## config.mk

```make
export PLATFORM = sky130hd
export DESIGN_NAME = wb_arbiter
export DESIGN_NICKNAME = d
export VERILOG_FILES = /design/src/rtl/wb_arbiter.sv
export SDC_FILE = /design/constraint.sdc
export NUM_CORES = 1
export LEC_CHECK = 0
export CAP_MARGIN = 5
export CORE_AREA = 3 3 153 155
export DETAILED_ROUTE_END_ITERATION = 16
export DIE_AREA = 0 0 156 158
export DONT_BUFFER_PORTS = 1
export SETUP_SLACK_MARGIN = 0.4
export SYNTH_ARGS = -nofsm -noshare
export SYNTH_HDL_FRONTEND = slang
export SYNTH_SLANG_ARGS = --single-unit
```

## constraint.sdc

```tcl
create_clock -name clk -period 9.3 [get_ports clk]
set_input_delay 1.86 -clock clk [delete_from_list [all_inputs] [get_ports clk]]
set_output_delay 1.86 -clock clk [all_outputs]
set_load 0.1 [all_outputs]
```

## src/rtl/wb_arbiter.sv

```systemverilog
// Write-back arbiter: pipeline writes pass straight through, long-latency results queue in a FIFO.
// Optional same-cycle bypass of an empty FIFO when WB_BYPASS_EN is defined.
module wb_arbiter #(
    parameter int DEPTH = 4,
    parameter int AW    = 5,
    parameter int DW    = 32
) (
    input  logic                       clk,
    input  logic                       rst,
    input  logic                       pipe_we,
    input  logic [AW-1:0]              pipe_waddr,
    input  logic [DW-1:0]              pipe_wdata,
    input  logic                       lu_valid,
    output logic                       lu_ready,
    input  logic [AW-1:0]              lu_waddr,
    input  logic [DW-1:0]              lu_wdata,
    input  logic                       iss_valid,
    input  logic [AW-1:0]              iss_waddr,
    output logic [(2**AW)-1:0]         busy,
    output logic [$clog2(DEPTH):0]     fifo_cnt,
    output logic                       we,
    output logic [AW-1:0]              waddr,
    output logic [DW-1:0]              wdata
);

    localparam int PW = $clog2(DEPTH);
    localparam int CW = PW + 1;
    localparam logic [CW-1:0] FULL = CW'(DEPTH);

    logic [AW-1:0]     memAddr [DEPTH];
    logic [DW-1:0]     memData [DEPTH];
    logic [PW-1:0]     rdPtr_q, wrPtr_q;
    logic [CW-1:0]     cnt_q;
    logic [(2**AW)-1:0] busy_q, busy_d;

    logic pipeGrant, accept, bypass, push, pop;

    assign pipeGrant = pipe_we && (pipe_waddr != '0);
    assign lu_ready  = (cnt_q != FULL) && !rst;
    assign accept    = lu_valid && lu_ready && (lu_waddr != '0);
    assign pop       = !rst && !pipeGrant && (cnt_q != '0);

`ifdef WB_BYPASS_EN
    assign bypass = (cnt_q == '0) && !pipeGrant && accept;
`else
    assign bypass = 1'b0;
`endif

    assign push     = accept && !bypass;
    assign busy     = busy_q;
    assign fifo_cnt = cnt_q;

    always_comb begin
        we    = 1'b0;
        waddr = '0;
        wdata = '0;
        if (pipeGrant && !rst) begin
            we    = 1'b1;
            waddr = pipe_waddr;
            wdata = pipe_wdata;
        end else if (pop) begin
            we    = 1'b1;
            waddr = memAddr[rdPtr_q];
            wdata = memData[rdPtr_q];
        end else if (bypass) begin
            we    = 1'b1;
            waddr = lu_waddr;
            wdata = lu_wdata;
        end
    end

    // Clears are applied before the issue set so a same-register set wins.
    always_comb begin
        busy_d = busy_q;
        if (pop)
            busy_d[memAddr[rdPtr_q]] = 1'b0;
        if (bypass)
            busy_d[lu_waddr] = 1'b0;
        if (iss_valid && (iss_waddr != '0))
            busy_d[iss_waddr] = 1'b1;
        busy_d[0] = 1'b0;
    end

    always_ff @(posedge clk) begin
        if (push) begin
            memAddr[wrPtr_q] <= lu_waddr;
            memData[wrPtr_q] <= lu_wdata;
        end
    end

    always_ff @(posedge clk) begin
        if (rst) begin
            rdPtr_q <= '0;
            wrPtr_q <= '0;
            cnt_q   <= '0;
            busy_q  <= '0;
        end else begin
            if (push)
                wrPtr_q <= wrPtr_q + PW'(1);
            if (pop)
                rdPtr_q <= rdPtr_q + PW'(1);
            case ({push, pop})
                2'b10:   cnt_q <= cnt_q + CW'(1);
                2'b01:   cnt_q <= cnt_q - CW'(1);
                default: cnt_q <= cnt_q;
            endcase
            busy_q <= busy_d;
        end
    end

endmodule
```

==> results.toml <==
[die]
die-area_um2 = 24600
io_pins = 158
die_h_um = 158
chipWidth_um = 156
core_area_um2 = 22000
start_util = 0.354
std_cell_rows = 54

[yosys]
ys_seq_area_frac = 0.675
synthCells = 479
yosys.area_share.simple = 0.0707
synthesis.nets = 569
muxShareOfSynthArea = 0.109
yosys_warnings = 0
synth_ff_type = "edfxtp_1"
synth_compound_area_frac = 0.109
synth_cell_types = 48
synthAdderAreaFrac = 0.0106
synth_xor_area_frac = 0.00226
synth-edff-count = 148
synth_top_family_by_area = "compound AO/OA/AOI/OAI gates"
synth.avg_cell_area_um2 = 16.2
synth-seq-cells = 188
synthArstFlopShare = 0
syn_area_um2 = 7760

[sta]
setup_viol = 0
slew_viol_final = 0
period_needed_ns = 6.46
setup_tns_ns = 0
finalHoldViolations = 0
skew_ns = 0.0175
tightestPinTransition_ns = 1.19
timing.fmax_mhz = 155
max_slew_margin = 0.203
rsz0062_at_grt = "false"
timing.final.crit_share = 0.695

[clock_tree]
post_cts_resized = 0
clkSinkCount = 188
tritoncts = "yes"
clkTransAtPathRegs_ns = 0.07
cts_setup_buffers = 0
cts_inserted_buffers = 17
htreeDepth = 4
ctsHoldBuffers = 0
insertion_delay_ns = 0.44
root_buffer = "clkbuf_16"
cts_buffer_depth = 2

[outcome]
status = "completed"

[grt]
grt_antenna_before_repair = 0
grt_pass1_wl_mm = 26.7
overflow = 0
grt_use_total = 0.144
grt_max_degree = 46
grt_pass1_vias = 4565

[setup_path]
crit_type = "primary input to primary output"
endpoint_kind = "primary output"
critPathArrivalTime_ns = 4.60
worst_r2r_path_depth = 9
start_kind = "primary input"
cp.required_ns = 7.44
cp_max_fo = 39

[layout]
diodes = 0
syn_to_final_growth_pct = 11.0
nets = 558
drive_above_1_share = 0.210
fillers = 1997
stdcell_area_um2 = 8620

[drt]
routed_wl_mm = 17.6
route.detailed.drc = 0
via_per_inst = 5.71
detail_route.wl_per_cell_um = 23.2
drtIter0Drc = 347
dr.pass1.iters = 5
ant_nets = 0
via_count = 4346

[worst_hold_path]
hold_class = "flip-flop to flip-flop"
hold_path_depth = 1

[placed_design]
placed_area_um2 = 8010
gp_congestion = 0.837
hpwl_mm = 11.0
portBuffers = 0

[job]
cap_violations = 0

[power]
powerDensity_nw_per_um2 = 224
ir_worst_vdd_v = 0.000118
leakage_nw = 2.58
==> synth_stat cells (3+ instances only) <==
cell	n	area, um^2
nor3_1	7	35.0
ha_1	5	62.6
a211oi_1	4	30.0
dfxtp_1	40	801
buf_2	6	30.0
nand2_1	7	26.3
a21oi_1	29	145
nand3_1	4	20.0
buf_1	3	11.3
mux4_2	37	833
inv_1	7	26.3
nand2b_1	6	37.5
a21boi_0	4	30.0
o41ai_2	4	65.1
or3_1	6	37.5
o41ai_1	16	140
edfxtp_1	148	4440
or2_2	13	81.3
a22o_1	37	324
clkbuf_1	19	71.3
and3_1	4	25.0
nor2_1	25	93.8
nor3b_1	5	37.5
o21ai_0	4	20.0
a311oi_1	8	70.1
==> logic make-up after synthesis <==
group	Yosys count
adder cells (fa/ha/maj)	6
XOR/XNOR	2
buffers and inverters	39
multiplexers	38
AO/OA/AOI/OAI	109
other	1
flip-flops	188
AND/OR/NAND/NOR	96
==> report_power, final <==
group	switching, mW	internal, mW
combinational	0.188	0.0522
clock	0.362	0.367
sequential	0.0326	0.928
==> routing by layer <==
metal	track usage	share of wire	vias up
li1	-	-	1924
met1	0.170	0.39	2220
met2	0.245	0.50	180
met3	0.0582	0.098	22
met4	0.0408	0.013	0
met5	0	0	-
==> worst max-delay path: stages <==
cell,delay (ns)
or4_1,0.53
o21a_1,0.19
buf_4,0.23
nor2_4,0.84
a22o_1,0.92
==> cell usage in the layout, fill, tap and decap left out, types with 3 or more instances in the layout <==
cell type / count
o21ai_0: 3
a211oi_1: 4
and3_2: 4
clkinv_8: 5
inv_6: 3
nand2_1: 7
mux4_2: 37
nand2b_1: 6
inv_1: 7
edfxtp_1: 148
clkbuf_16: 17
nor3b_1: 5
inv_8: 4
a21boi_0: 4
ha_1: 5
nor3_1: 7
nor2_1: 23
o41ai_1: 16
nand3_1: 4
o41ai_2: 4
or3_1: 6
a311oi_1: 8
a21oi_1: 29
a22o_1: 37
dfxtp_1: 38
or2_2: 13
==> path summary, 6_finish.rpt <==
path,from,endpoint,slack [ns]
worst min-delay path,rdPtr_q[1]$_SDFFE_PP0P_,flip-flop,0.48
worst min register to register,rdPtr_q[1]$_SDFFE_PP0P_,flip-flop,0.48
worst max register to register,fifo_cnt[0]$_SDFFE_PP0P_,fifo_cnt[2]$_SDFFE_PP0P_,5.04
worst max-delay path,pipe_waddr[3],wdata[13],2.84
==> state kept, by name (all words and copies together), names as in the netlist, named ones only <==
name      count
memData     128
wrPtr_q       2
fifo_cnt      3
rdPtr_q       2
busy         31
memAddr      20
==> through the flow <==
stage / hold WS, ns / setup WS (ns) / std cells / power (mW) / util
after detailed placement: 0.472 / 2.78 / 729 / 1.22 / 0.365
after floorplan: 0.428 / 3.09 / 479 / 1.19 / -
after global routing: 0.532 / 2.68 / 761 / 1.99 / 0.392
after CTS: 0.472 / 2.78 / 761 / 1.95 / 0.392
after global placement: 0.430 / 2.83 / 729 / 1.22 / 0.365
final: 0.481 / 2.84 / 761 / 1.93 / 0.392
==> cell type report <==
class                      instances  area, um^2  share of cell area
multi-input combinational        252        2370               0.275
clock inverter                    15         184              0.0213
sequential                       188        5250               0.609
clock buffer                      17         425              0.0494
tap                              280         350              0.0407
inverter                           7        26.3             0.00305
timing repair buffer               2        15.0             0.00174
No activity file was read; power rests on OpenSTA's default activity.
